$ cat config.mk
export PLATFORM = sky130hd
export DESIGN_NAME = router_out_arb_flat
export DESIGN_NICKNAME = d
export VERILOG_FILES = /design/src/rtl/router_out_arb_if.sv /design/src/rtl/router_out_arb.sv /design/src/flat_wrapper.sv
export SDC_FILE = /design/constraint.sdc
export NUM_CORES = 1
export LEC_CHECK = 0
export ABC_AREA = 1
export CAP_MARGIN = 30
export CORE_ASPECT_RATIO = 1.2
export CORE_MARGIN = 5
export CORE_UTILIZATION = 45
export DETAILED_ROUTE_END_ITERATION = 10
export HOLD_SLACK_MARGIN = 0.02
export PLACE_DENSITY = 0.84
export SLEW_MARGIN = 25
export SYNTH_ARGS = -nofsm -noshare
export SYNTH_HDL_FRONTEND = slang
export SYNTH_SLANG_ARGS = --single-unit
$ cat constraint.sdc
create_clock -name clk -period 5 [get_ports clk]
set_clock_uncertainty 0.05 [all_clocks]
set_input_delay 0.75 -clock clk [delete_from_list [all_inputs] [get_ports clk]]
set_output_delay 0.75 -clock clk [all_outputs]
set_load 0.01 [all_outputs]
$ cat src/rtl/router_out_arb_if.sv
// Bundle of the five-way request side and the single output channel of one
// router output port arbiter.
interface router_out_arb_if #(
  parameter int WIDTH = 35,
  parameter int NREQ  = 5,
  parameter int CNTW  = 16
);
  // Handshake: a transfer happens on a rising edge where valid and ready are
  // both high. A producer holds valid and data stable until that edge, and
  // ready may depend combinationally on valid but never on data.
  logic [NREQ-1:0]       in_valid;
  logic [NREQ*WIDTH-1:0] in_data;
  logic [NREQ-1:0]       in_ready;
  logic                  out_valid;
  logic [WIDTH-1:0]      out_data;
  logic                  out_ready;
  logic [2:0]            grant_id;
  logic [CNTW-1:0]       pkt_count;

  modport master (
    output in_valid, in_data, out_ready,
    input  in_ready, out_valid, out_data, grant_id, pkt_count
  );

  modport slave (
    input  in_valid, in_data, out_ready,
    output in_ready, out_valid, out_data, grant_id, pkt_count
  );
endinterface

$ cat src/rtl/router_out_arb.sv
// Round-robin arbiter sharing one NoC output channel among up to five
// requesters, feeding a single-entry output register.
module router_out_arb #(
  parameter int WIDTH = 35,
  parameter int NREQ  = 5,
  parameter int CNTW  = 16
) (
  input  logic              clk,
  input  logic              reset,
  router_out_arb_if.slave   bus,
  output logic              state_dbg_o
);

  typedef enum logic {EMPTY = 1'b0, FULL = 1'b1} state_t;

  state_t            state_q, state_d;
  logic [2:0]        last_grant_q, last_grant_d;
  logic [2:0]        grant_id_q, grant_id_d;
  logic [WIDTH-1:0]  out_data_q, out_data_d;
  logic [CNTW-1:0]   pkt_count_q, pkt_count_d;

  logic [2:0]        winner;
  logic              any_valid;
  logic              load_en;
  logic              accept;
  logic              drain;
  logic [NREQ-1:0]   in_ready;
  int                idx;

  // Search starts just after the last winner and ends on it, so the most
  // recently served requester has the lowest priority.
  always_comb begin
    winner    = '0;
    any_valid = 1'b0;
    idx       = 0;
    for (int k = 1; k <= NREQ; k++) begin
      idx = (int'(last_grant_q) + k) % NREQ;
      if (!any_valid && bus.in_valid[idx]) begin
        any_valid = 1'b1;
        winner    = 3'(idx);
      end
    end
  end

  assign load_en = (state_q == EMPTY) | bus.out_ready;
  assign drain   = (state_q == FULL) & bus.out_ready;

  // Reset gates ready directly so requesters see it drop without a clock.
  always_comb begin
    in_ready = '0;
    if (!reset && load_en && any_valid) begin
      in_ready[winner] = 1'b1;
    end
  end

  assign accept = |in_ready;

  always_comb begin
    state_d      = state_q;
    last_grant_d = last_grant_q;
    grant_id_d   = grant_id_q;
    out_data_d   = out_data_q;
    pkt_count_d  = pkt_count_q;
    if (drain) begin
      pkt_count_d = pkt_count_q + 1'b1;
    end
    if (accept) begin
      state_d      = FULL;
      last_grant_d = winner;
      grant_id_d   = winner;
      out_data_d   = bus.in_data[int'(winner)*WIDTH +: WIDTH];
    end else if (drain) begin
      state_d = EMPTY;
    end
  end

  always_ff @(posedge clk or posedge reset) begin
    if (reset) begin
      state_q      <= EMPTY;
      last_grant_q <= 3'(NREQ-1);
      grant_id_q   <= '0;
      out_data_q   <= '0;
      pkt_count_q  <= '0;
    end else begin
      state_q      <= state_d;
      last_grant_q <= last_grant_d;
      grant_id_q   <= grant_id_d;
      out_data_q   <= out_data_d;
      pkt_count_q  <= pkt_count_d;
    end
  end

  assign bus.in_ready  = in_ready;
  assign bus.out_valid = (state_q == FULL);
  assign bus.out_data  = out_data_q;
  assign bus.grant_id  = grant_id_q;
  assign bus.pkt_count = pkt_count_q;
  assign state_dbg_o   = (state_q == FULL);

endmodule

$ cat src/flat_wrapper.sv
// flat-port wrapper written by rule: the top's interface ports become plain ports
module router_out_arb_flat 
#(
  parameter int WIDTH = 35,
  parameter int NREQ  = 5,
  parameter int CNTW  = 16
)
  (clk, reset, state_dbg_o, bus_in_valid, bus_in_data, bus_out_ready, bus_in_ready, bus_out_valid, bus_out_data, bus_grant_id, bus_pkt_count);
  router_out_arb_if #(.WIDTH(WIDTH), .NREQ(NREQ), .CNTW(CNTW)) bus_i ();
  input  logic clk;
  input  logic reset;
  output logic state_dbg_o;
  input wire logic [$bits(bus_i.in_valid)-1:0] bus_in_valid;
  input wire logic [$bits(bus_i.in_data)-1:0] bus_in_data;
  input wire logic [$bits(bus_i.out_ready)-1:0] bus_out_ready;
  output wire logic [$bits(bus_i.in_ready)-1:0] bus_in_ready;
  output wire logic [$bits(bus_i.out_valid)-1:0] bus_out_valid;
  output wire logic [$bits(bus_i.out_data)-1:0] bus_out_data;
  output wire logic [$bits(bus_i.grant_id)-1:0] bus_grant_id;
  output wire logic [$bits(bus_i.pkt_count)-1:0] bus_pkt_count;
  assign bus_i.in_valid = bus_in_valid;
  assign bus_i.in_data = bus_in_data;
  assign bus_i.out_ready = bus_out_ready;
  assign bus_in_ready = bus_i.in_ready;
  assign bus_out_valid = bus_i.out_valid;
  assign bus_out_data = bus_i.out_data;
  assign bus_grant_id = bus_i.grant_id;
  assign bus_pkt_count = bus_i.pkt_count;
  router_out_arb #(.WIDTH(WIDTH), .NREQ(NREQ), .CNTW(CNTW)) u_core (.clk(clk), .reset(reset), .bus(bus_i), .state_dbg_o(state_dbg_o));
endmodule
# --- After elaboration in Yosys (flattened, before gate mapping) ---
# Index checks and enable logic that the tools add are counted.
classes:
  add_sub_neg: 6
  n_mul: 1
  div_mod_pow: 5
  magnitude_cmp: 7
  eq_ne: 0
  n_shift: 1
  muxes: 30
  bitwise_logic: 3
  reduce_logical: 14
op_table:
  columns: ["op", "count"]
  rows:
  - ["variable part select 175 x 32 -> 35 bit", 1]
  - ["less-than comparator 32 x 5 -> 1 bit, second input constant", 5]
  - ["modulo 32 x 4 -> 32 bit, second input constant", 5]
  - ["two-way mux 1 bit", 18]
  - ["adder 16 x 1 -> 16 bit, second input constant", 1]
  - ["binary-select mux 1 bit (select 3 bit)", 5]
  - ["two-way mux 3 bit", 5]
  - ["multiplier 3 x 6 -> 9 bit, second input constant", 1]
  - ["adder 3 x 2 -> 4 bit, second input constant", 2]
  - ["adder 3 x 3 -> 4 bit, second input constant", 2]
  - ["logical AND 1 bit", 7]
  - ["logical NOT 1 bit", 5]
  - ["two-way mux 5 bit", 1]
  - ["OR reduction 5 bit", 1]
  - ["adder 3 x 1 -> 4 bit, second input constant", 1]
  - ["less-than comparator 3 x 4 -> 1 bit, second input constant", 1]
  - ["demux 1 bit (select 3 bit)", 1]
  - [">= comparator 3 x 1 -> 1 bit, second input constant", 1]
  - ["nonzero test 2 bit", 1]
  - ["bitwise AND 1 bit", 1]
  - ["inverter 1 bit", 1]
  - ["bitwise OR 1 bit", 1]
totals:
  register_bits: 58
  latch_bits: 0
  ram_bits: 0
  romBits: 0
  input_bits: 183
  output_inout_bits: 61
  n_memories: 0

# --- Depth between registers and ports, before layout ---
# Gate-level depths: netlist of run 1.
depth:
  depth_word: 25
  ltp_mapped: 32

# --- Worst setup path before layout of run 1 ---
# Ideal clock, no wire load.
synth_path:
  path_kind: "register to output"
  start: "register, netlist name u_core.bus.grant_id[0]"
  end: "output port bus_in_ready[1]"
  t_arrival_ps: 3766
  t_required_ps: 4200
  slack_ps: 434
  stages_incl_launch_ff: 26
  n_path_buf: 3
  cell_sequence: "dfrtp_1 -> buf_4 -> clkinv_1 -> ha_1 -> nand2_1 -> nand3_1 -> xor2_1 -> inv_1 -> ha_1 -> inv_1 -> or2_2 -> nand3_1 -> nand2_1 -> o21ai_1 -> nand3_1 -> nand2_1 -> nand2_1 -> nand2_1 -> nand3_2 -> nor2_4 -> nand3_2 -> nand2_1 -> buf_6 -> buf_6 -> inv_1 -> nor3_1"
synth_rtl:
  columns: ["item", "line_no", "rtl"]
  rows:
  - ["end: declaration", "flat_wrapper.sv:16", "output wire logic [$bits(bus_i.in_ready)-1:0] bus_in_ready;"]

# --- Final worst setup path of run 1 ---
layout_path:
  start: "register u_core.last_grant_q[2]"
  end: "output port bus_in_ready[0]"
layout_between:
  elab_chain_len: 23
  word_cells_on_any_way: 50
  classes_between: "add/sub: 5; div: 5; order compare: 2; mux: 28; reduce/logical: 10"
layout_lines:
  columns: ["item", "line_no", "rtl"]
  rows:
  - ["start: declaration", "router_out_arb.sv:17", "logic [2:0] last_grant_q, last_grant_d;"]
  - ["start signal: assignment", "router_out_arb.sv:80", "last_grant_q <= 3'(NREQ-1);"]
  - ["start signal: assignment", "router_out_arb.sv:86", "last_grant_q <= last_grant_d;"]
  - ["adder 3 x 1 -> 4 bit", "router_out_arb.sv:37", "idx = (int'(last_grant_q) + k) % NREQ;"]
  - ["modulo 32 x 4 -> 32 bit", "router_out_arb.sv:37", null]
  - ["binary-select mux 1 bit (select 3 bit)", "router_out_arb.sv:38", "if (!any_valid && bus.in_valid[idx]) begin"]
  - ["two-way mux 1 bit (not written as such) (2 in series)", "router_out_arb.sv:38", null]
  - ["two-way mux 1 bit", "router_out_arb.sv:38", null]
  - ["logical NOT 1 bit", "router_out_arb.sv:38", null]
  - ["logical AND 1 bit", "router_out_arb.sv:38", null]
  - ["two-way mux 1 bit", "router_out_arb.sv:38", null]
  - ["[6 not listed]", null, null]
  - ["logical NOT 1 bit", "router_out_arb.sv:38", null]
  - ["logical AND 1 bit", "router_out_arb.sv:38", null]
  - ["two-way mux 3 bit", "router_out_arb.sv:38", null]
  - ["less-than comparator 3 x 4 -> 1 bit (not written as such) / >= comparator 3 x 1 -> 1 bit (equally long branches)", "router_out_arb.sv:52", "in_ready[winner] = 1'b1;"]
  - ["logical AND 1 bit (not written as such)", "router_out_arb.sv:52", null]
  - ["two-way mux 1 bit (not written as such)", "router_out_arb.sv:52", null]
  - ["demux 1 bit (select 3 bit)", null, null]
  - ["two-way mux 5 bit (*)", "router_out_arb.sv:51", "if (!reset && load_en && any_valid) begin"]
# Every way passes the cells marked *; elsewhere a longest branch is shown, timed or not. The select of a mux whose other input is x is not followed.

==> flow_summary_export.csv, run 1 <==
group,metric,value,unit
timing,fmax,213,MHz
grt,overflow,0,
timing,setup_violations,0,
worst_hold_path,min-delay-start,"u_core.bus.pkt_count[15]$_DFFE_PP0P_",
logic_synthesis,syn_inst,962,
setup_path,worstPathArrival,3.89,ns
timing,hold_viol_final,0,
detailed_routing,drt-total-wl,20700,um
timing,min_period,4.69,ns
layout,nets,1388,
setup_path,r2r-end,"u_core.bus.out_data[24]$_DFFE_PP0P_",
floorplanning,fp.dieH,135,um
logic_synthesis,synth_area,5910,um^2
setup_path,critPathKind,"register to output pin",
timing,tightest_slew,0.774,ns
logic_synthesis,synth_warnings,0,
floorplanning,start_util,0.462,
setup_path,reg2reg_depth,25,
timing,fin_crit_sh,0.937,
floorplanning,io_pins,244,
run_status,status,"finished, final reports clean",
clock_tree,clk_pin_slew,0.08,ns
grt,antenna_found_initial,0,
timing,slew_violations,0,
place,dp_hpwl,15900,um
logic_synthesis,synth_seq_area_share,0.238,
clock_tree,clk_latency,0.29,ns
floorplanning,rows,45,
setup_path,worst-path-max-fanout,7,
setup_path,worstSetupStartpoint,"u_core.last_grant_q[2]$_DFFE_PP1P_",
setup_path,cp_slowest_cell,"dfstp_2",
detailed_routing,vias_per_cell,5.02,
worst_hold_path,hp-class,"register to register",
detailed_routing,wire_per_inst,15.4,um
setup_path,timing.rr.start,"u_core.last_grant_q[2]$_DFFE_PP1P_",
setup_path,crit_family,"simple AND/OR/NAND/NOR gates",
setup_path,cp_num_cells,25,
floorplanning,core_region_area,12800,um^2
floorplanning,dieArea,15500,um^2
setup_path,reg2reg_slack,0.42,ns
floorplanning,chipWidth,115,um
timing,slew_headroom,0.484,
detailed_routing,drt_iter0_markers,485,
clock_tree,htreeDepth,2,
detailed_routing,drc,0,
detailed_routing,num_vias,6752,
clock_tree,cts_tree,"built",
clock_tree,clockRootBuffer,"clkbuf_16",
timing,rsz0062_at_grt,"yes",
clock_tree,clock_path_buffers,2,
layout,layout-drive-gt1-share,0.0881,
place,port_buffers,243,
place,gp_congestion,0.931,
clock_tree,numCtsBuffers,5,
setup_path,endpoint_kind,"output pin",
place,pre_cts_ws,0.102,ns
setup_path,critPathMaxStageDelay,0.54,ns
setup_path,cpMostUsedCell,"inv_1",
layout,syn2layout_area_growth,45.3,%
setup_path,cp_data_required_time,4.20,ns
logic_synthesis,synth_cell_types,33,
setup_path,cp-start-kind,"register",
run,cap_violations,0,
grt,grtUsageTotal,0.258,
grt,grt_pass1_vias,6483,
setup_path,path_buf_inv,6,
logic_synthesis,synth_area_per_cell,6.14,um^2
layout,stdcell_count,1345,
logic_synthesis,ys_ff_latch,56,
setup_path,endpoint,"bus_in_ready[0]",
grt,grt_pass1_wl,32100,um
detailed_routing,dr.pass1.iters,6,
detailed_routing,detail-route-antenna-nets,0,
logic_synthesis,syn-num-nets,1170,
clock_tree,clock-sinks,56,
layout,diodes,0,
clock_tree,cts_hold_buffers,0,
grt,grt_max_degree,71,
place,dp.cells,1336,
timing,timing.final.ws_setup,0.313,ns
[state kept, by name (all words and copies together), names as in the netlist]
| register | cells |
|---|---|
| u_core.bus.grant_id | 3 |
| u_core.last_grant_q | 1 |
| u_core.bus.pkt_count | 16 |
| u_core.bus.out_valid | 1 |
| u_core.bus.out_data | 35 |
[worst register-to-register path: cells and delay by family (launching register included)]
kind | cells | cell delay [ns]
compound gates | 1 | 0.19
fa+ha+maj | 2 | 0.47
simple gates | 15 | 1.99
buf+inv | 6 | 1.07
xor+xnor | 1 | 0.15
flops | 1 | 0.54
[cells in the mapped netlist]
cell        n  share of area
o21bai_1    1         0.0013
o21ai_2     3         0.0044
nand4_1    11          0.012
inv_1     198           0.13
nor2_2      1         0.0011
clkinv_1    1        0.00063
nand2_2     8         0.0085
nand3_1   192           0.16
clkbuf_1   21          0.013
buf_1       1        0.00063
nand2_1   226           0.14
buf_4      11          0.014
nor3_1      6         0.0051
o21ai_1     8         0.0068
dfstp_2     1         0.0044
ha_1       25          0.053
inv_2       7         0.0044
a21boi_0    1         0.0013
or2_1       5         0.0053
xnor2_1     7          0.010
nor2_4      3         0.0057
buf_2       7         0.0059
xor2_1     12          0.018
o21ai_0    10         0.0085
and3_1      1         0.0011
nand3_2     5         0.0085
nand3b_1   37          0.047
buf_6       7          0.013
nor2_1     21          0.013
dfrtp_1    55           0.23
or2_2      32          0.034
o211ai_2    1         0.0021
a21oi_1    37          0.031
[metal layers]
metal | up-vias | wire [um] | track usage
li1 | 3420 | - | -
met5 | - | 0 | 0
met3 | 31 | 1730 | 0.0527
met4 | 0 | 511 | 0.0825
met2 | 271 | 10600 | 0.459
met1 | 3030 | 7920 | 0.308
[metrics by stage]
step                TNS (ns)  hold WS, ns  area [um^2]  utilization
floorplan                  0        0.457         5910            -
global placement           0        0.416         8370        0.655
detailed placement         0        0.413         8370        0.655
CTS                        0        0.433         8550        0.669
global route         -0.0231        0.446         8580        0.671
finish                     0        0.434         8580        0.671
[cell type report]
type | instances | area, um^2
clock buffers | 5 | 125
inverters | 206 | 773
flip-flops and latches | 56 | 1400
repair buffers | 258 | 2520
well taps | 164 | 205
fillers | 1154 | 4200
multi-input cells | 653 | 3500
clock inverters | 3 | 47.5
[kinds of logic (layout without fill, tap and decap cells)]
group	Yosys count	in the layout	synth area share
compound gates	61	61	0.0557
xor+xnor	19	19	0.0282
fa+ha+maj	25	25	0.0530
buf+inv	253	472	0.178
flops	56	56	0.238
simple gates	548	548	0.447
[repair_timing]
action	CTS	global route
setup buffers	0	1
endpoints found under the setup margin	5	40
gates resized for setup	7	21
endpoints found under the hold margin	0	0
pin swaps	1	4
[placed cells by master, fill, tap and decap left out, types with 6 or more instances in the layout]
cell and n:
clkdlybuf4s50_1 238, nand2_1 219, inv_1 197, nand3_1 190
dfrtp_1 55, a21oi_1 37, nand3b_1 37, or2_2 32
ha_1 23, nor2_1 21, buf_4 15, nand2_2 14
xor2_1 12, nand4_1 11, o21ai_0 10, inv_2 8
xnor2_1 7, nand3_2 7, o21ai_2 6, nor3_1 6
[how the worst min path moves through the flow]
stage | cells past startpoint | to
after detailed placement | 1 | u_core.bus.pkt_count[15]$_DFFE_PP0P_
after global placement | 1 | u_core.bus.pkt_count[15]$_DFFE_PP0P_
after CTS | 1 | u_core.bus.pkt_count[15]$_DFFE_PP0P_
after global routing | 1 | u_core.bus.pkt_count[15]$_DFFE_PP0P_
after floorplan | 1 | u_core.bus.pkt_count[15]$_DFFE_PP0P_
final | 1 | u_core.bus.pkt_count[15]$_DFFE_PP0P_
Power of run 1 is not shown: default switching activity piles up to over one toggle a cycle in this logic, so the estimate is an artifact.
==> inputs of run 2 (changes only) <==
Settings changed: CORE_ASPECT_RATIO 1.2 to default.
==> run 2 against run 1 <==
  * Hold slack got worse by 0.0049 ns
  * Critical endpoint is now bus_in_ready[4]
  * Global-route usage shrank 0.58 points
  * Highest routed layer unchanged
  * Cell area up 0.22%
  * Sequential share of layout area is essentially flat
  * Via count increased by 0.24%
==> flow_summary_export.csv, run 2 (same netlist as run 1, synthesis figures left out) <==
group,metric,value,unit
run_status,status,"finished, final reports clean",
layout,layout-drive-gt1-share,0.0923,
clock_tree,clock_path_buffers,2,
setup_path,endpoint_kind,"output pin",
floorplanning,chipWidth,125,um
floorplanning,rows,41,
detailed_routing,drc,0,
clock_tree,clockRootBuffer,"clkbuf_16",
grt,grt_max_degree,72,
timing,setup_violations,0,
grt,overflow,0,
setup_path,worstPathArrival,3.96,ns
grt,antenna_found_initial,1,
clock_tree,cts_tree,"built",
timing,slew_violations,0,
detailed_routing,drt-total-wl,20500,um
worst_hold_path,hp-class,"register to register",
timing,tightest_slew,0.735,ns
clock_tree,cts_hold_buffers,0,
setup_path,cp_data_required_time,4.20,ns
floorplanning,fp.dieH,125,um
layout,final_area,8600,um^2
layout,largest_reg_flops,35,
setup_path,worst-path-max-fanout,9,
layout,stdcell_count,1354,
place,dp_hpwl,15900,um
layout,layout_commonest_cell,"clkdlybuf4s50_1",
timing,timing.final.ws_setup,0.242,ns
timing,fin_crit_sh,0.952,
layout,final_cell_mix,"238 x clkdlybuf4s50_1, 219 x nand2_1, 196 x inv_1",
grt,grtUsageTotal,0.252,
timing,min_period,4.76,ns
detailed_routing,vias_per_cell,5.00,
detailed_routing,num_vias,6768,
timing,slew_headroom,0.510,
clock_tree,clk_pin_slew,0.08,ns
clock_tree,clock-sinks,56,
timing,hold_viol_final,0,
clock_tree,htreeDepth,2,
detailed_routing,wire_per_inst,15.1,um
place,dp.cells,1344,
place,gp_congestion,0.936,
setup_path,cp-start-kind,"register",
setup_path,reg2reg_slack,0.53,ns
timing,fmax,210,MHz
detailed_routing,drt_iter0_markers,450,
floorplanning,start_util,0.464,
floorplanning,io_pins,244,
floorplanning,core_region_area,12700,um^2
run,cap_violations,0,
detailed_routing,detail-route-antenna-nets,0,
clock_tree,numCtsBuffers,5,
clock_tree,clk_latency,0.30,ns
layout,syn2layout_area_growth,45.6,%
grt,grt_pass1_wl,32200,um
floorplanning,dieArea,15500,um^2
place,port_buffers,243,
place,place_area,8380,um^2
grt,grt_pass1_vias,6411,
layout,nets,1388,
place,pre_cts_ws,0.00598,ns
detailed_routing,dr.pass1.iters,5,
timing,holdWs,0.429,ns
setup_path,critPathKind,"register to output pin",
[run 2: cell types whose count changed in the layout (fill, tap and decap cells not counted), moves of 2 or more]
cell | before | now
ha_1 | 23 | 21
inv_6 | 0 | 2
nor2_2 | 1 | 3
nor2_1 | 21 | 19
clkinv_4 | 2 | 0
[run 2: critical path, cell delays in order (launching register included)]
cell and delay (ns):
dfstp_2 0.55, buf_4 0.16, ha_2 0.23, nand2_1 0.10, nand3_1 0.12, xor2_1 0.16
inv_1 0.09, ha_1 0.17, or2_2 0.29, nand3_2 0.12, nand2_4 0.09, o21ai_0 0.24
nand3_1 0.16, nand2_1 0.08, nand2_1 0.06, nand2_2 0.11, nand3_2 0.10, nor2_4 0.13
nand3_1 0.14, nand2_4 0.13, inv_1 0.06, nor2_2 0.10, dlygate4sd2_1 0.28
[run 2: final timing paths]
path                       depth (start not counted)                                 start                              endpoint
min reg2reg                                        1  u_core.bus.pkt_count[15]$_DFFE_PP0P_  u_core.bus.pkt_count[15]$_DFFE_PP0P_
min                                                1  u_core.bus.pkt_count[15]$_DFFE_PP0P_  u_core.bus.pkt_count[15]$_DFFE_PP0P_
max in group asynchronous                          3                                 reset   u_core.bus.out_data[13]$_DFFE_PP0P_
max reg2reg                                       25    u_core.last_grant_q[2]$_DFFE_PP1P_   u_core.bus.out_data[13]$_DFFE_PP0P_
max                                               22    u_core.last_grant_q[2]$_DFFE_PP1P_                       bus_in_ready[4]
min in group asynchronous                          2                                 reset   u_core.bus.pkt_count[1]$_DFFE_PP0P_
[run 2: per-stage QoR]
stage | util | TNS [ns]
final | 0.676 | 0
after global routing | 0.676 | -0.0134
after CTS | 0.672 | 0
after detailed placement | 0.659 | 0
after global placement | 0.659 | 0
after floorplan | - | 0
[run 2: timing repair]
| action | in CTS | in global routing |
|---|---|---|
| pin swaps | 1 | 3 |
| buffers inserted | 1 | 0 |
| cloned | 0 | 0 |
| gates resized for setup | 9 | 27 |
| endpoints found under the setup margin | 5 | 13 |
[run 2: layout make-up]
class | instances | area (um^2)
inverters | 206 | 773
repair buffers | 258 | 2520
flip-flops and latches | 56 | 1400
fillers | 1140 | 4130
diodes | 1 | 2.50
multi-input cells | 653 | 3530
clock buffers | 5 | 125
clock inverters | 3 | 28.8
well taps | 172 | 215
[run 2: metal layers]
layer  up-vias  track usage  routed length [um]
met2       308        0.446                9890
met1      2980        0.282                7760
met5         -            0                   0
met4         0        0.103                 871
met3        57       0.0750                1950
li1       3423            -                   -
Power of run 2 is left out for the same reason.
==> inputs of run 3 (changes only) <==
Settings changed: CORE_MARGIN 5 to default.
==> run 3 against run 2 <==
  * Via count up 0.69%
  * Hold slack better by 0.0025 ns
  * Cell area up 0.77%
  * Non-clock buffer count up 4
  * Utilization up 0.52 points
  * Critical path depth up 2
  * Critical endpoint is now bus_in_ready[1]
  * Setup slack better by 0.079 ns
  * Critical path type unchanged
  * Die area down 12%
  * Sequential share of layout area down 0.12 points
==> flow_summary_export.csv, run 3 (same netlist as run 1, synthesis figures left out) <==
group,metric,value,unit
detailed_routing,wire_per_inst,14.7,um
setup_path,timing.rr.start,"u_core.last_grant_q[2]$_DFFE_PP1P_",
clock_tree,cts_tree,"built",
setup_path,critPathKind,"register to output pin",
layout,nets,1392,
setup_path,crit_chain,"buf_4 -> ha_2 -> inv_1 -> nand2_2 -> nand3_1 -> and3_2 -> ha_1 -> nand2_1 -> nand3_2 -> nand2_2 -> nand2_1 -> nand2_1 -> nand2_1 -> nand3_1 -> nand3_1 -> nand2_2 -> nand4_1 -> buf_4 -> nor2_2 -> nor2_4 -> nand2_2 -> inv_1 -> nor3_1 -> buf_2",
setup_path,r2r-end,"u_core.bus.out_data[9]$_DFFE_PP0P_",
timing,min_period,4.68,ns
timing,setup_violations,0,
setup_path,cp_num_cells,24,
setup_path,path_buf_inv,5,
detailed_routing,vias_per_cell,5.02,
setup_path,critPathMaxStageDelay,0.54,ns
setup_path,endpoint_kind,"output pin",
setup_path,reg2reg_depth,25,
timing,fmax,214,MHz
clock_tree,clock-sinks,56,
clock_tree,numCtsBuffers,5,
setup_path,worstPathArrival,3.88,ns
place,pre_cts_ws,0.0608,ns
grt,grt_max_degree,71,
place,dp.cells,1347,
timing,timing.final.ws_setup,0.321,ns
grt,antenna_found_initial,1,
setup_path,reg2reg_slack,0.68,ns
clock_tree,clk_pin_slew,0.07,ns
clock_tree,clk_latency,0.29,ns
layout,layout-drive-gt1-share,0.0980,
layout,final_cell_mix,"238 x clkdlybuf4s50_1, 217 x nand2_1, 195 x inv_1",
detailed_routing,num_vias,6815,
worst_hold_path,worst_hold_path.endpoint,"u_core.bus.grant_id[2]$_DFFE_PP0P_",
grt,overflow,0,
setup_path,cp_data_required_time,4.20,ns
place,dp_hpwl,15200,um
floorplanning,core_region_area,12700,um^2
floorplanning,start_util,0.464,
detailed_routing,drt-total-wl,19900,um
layout,largest_reg_flops,35,
timing,tightest_slew,0.758,ns
place,port_buffers,243,
layout,stdcell_count,1357,
place,gp_congestion,0.891,
run,cap_violations,0,
setup_path,cp-start-kind,"register",
floorplanning,fp.dieH,117,um
detailed_routing,dr.pass1.iters,7,
setup_path,cp_slowest_cell,"dfstp_2",
detailed_routing,detail-route-antenna-nets,0,
timing,slew_headroom,0.495,
timing,fin_crit_sh,0.936,
clock_tree,cts_hold_buffers,0,
floorplanning,chipWidth,117,um
worst_hold_path,hold_depth,2,
grt,grt_pass1_wl,30000,um
clock_tree,clock_path_buffers,2,
worst_hold_path,min-delay-start,"u_core.bus.grant_id[2]$_DFFE_PP0P_",
clock_tree,htreeDepth,2,
setup_path,crit_family,"simple AND/OR/NAND/NOR gates",
detailed_routing,drt_iter0_markers,410,
setup_path,worst-path-max-fanout,9,
run_status,status,"finished, final reports clean",
floorplanning,io_pins,244,
worst_hold_path,hp-class,"register to register",
floorplanning,rows,41,
grt,grtUsageTotal,0.286,
floorplanning,dieArea,13600,um^2
clock_tree,clockRootBuffer,"clkbuf_16",
detailed_routing,drc,0,
layout,syn2layout_area_growth,46.7,%
layout,layout_commonest_cell,"clkdlybuf4s50_1",
timing,slew_violations,0,
grt,grt_pass1_vias,6219,
timing,hold_viol_final,0,
## run 3: changes by cell type in the layout (fill, tap and decap cells not counted), moves of 2 or more
| cell | previous run | this run |
|---|---|---|
| nand2_1 | 219 | 217 |
| bufinv_16 | 0 | 2 |
| inv_6 | 2 | 0 |
| nand2_2 | 13 | 16 |
| buf_4 | 15 | 19 |
## run 3: area by class of cell
| type | instances | area, um^2 |
|---|---|---|
| sequential | 56 | 1400 |
| clock buffer | 5 | 125 |
| multi-input combinational | 653 | 3530 |
| clock inverter | 2 | 60.1 |
| antenna | 1 | 2.50 |
| fill | 1141 | 4060 |
| timing repair buffer | 262 | 2550 |
| tap | 172 | 215 |
| inverter | 206 | 773 |
## run 3: what timing repair did
action	in CTS	in global routing
gates resized for setup	10	30
endpoints found under the setup margin	5	5
pin swaps	2	3
setup buffers	1	1
## run 3: per-layer routing
layer  vias up  wire, um  GRT usage
li1       3431         -          -
met4         0       786      0.120
met5         -         0          0
met2       307      9600      0.490
met1      3025      7570      0.336
met3        52      1960     0.0784
## run 3: how the worst max path moves through the flow
stage	from	end	slack [ns]
after floorplan	u_core.bus.grant_id[0]$_DFFE_PP0P_	bus_in_ready[1]	0.43
after global placement	u_core.last_grant_q[2]$_DFFE_PP1P_	bus_in_ready[0]	0.18
after detailed placement	u_core.last_grant_q[2]$_DFFE_PP1P_	bus_in_ready[0]	0.06
after CTS	u_core.last_grant_q[2]$_DFFE_PP1P_	bus_in_ready[1]	0.07
after global routing	u_core.bus.grant_id[1]$_DFFE_PP0P_	bus_in_ready[1]	-0.009
final	u_core.last_grant_q[2]$_DFFE_PP1P_	bus_in_ready[1]	0.32
## run 3: worst reg2reg max path, stage by stage (launching register included)
cell      delay, ns
dfstp_2        0.54
buf_4          0.16
ha_2           0.22
inv_1          0.12
nand2_1        0.14
xor2_1         0.15
inv_1          0.09
ha_1           0.18
inv_1          0.08
o211ai_2       0.09
nand2_1        0.12
nand2_1        0.08
xnor2_1        0.33
nor2_1         0.07
nand3_1        0.07
nand2_1        0.14
nand4_1        0.15
buf_4          0.13
nor2_2         0.04
nor2_4         0.11
buf_4          0.61
nand3_1        0.20
nand3_1        0.14
nand3_1        0.10
nand2_1        0.07
inv_1          0.03
## run 3: through the flow
stage / hold WS [ns] / instance area [um^2] / TNS [ns] / util
floorplan: 0.457 / 5910 / 0 / -
global placement: 0.417 / 8400 / 0 / 0.661
detailed placement: 0.422 / 8400 / 0 / 0.661
CTS: 0.438 / 8610 / 0 / 0.676
global route: 0.462 / 8660 / -0.00851 / 0.681
finish: 0.432 / 8660 / 0 / 0.681
Power of run 3 is left out for the same reason.
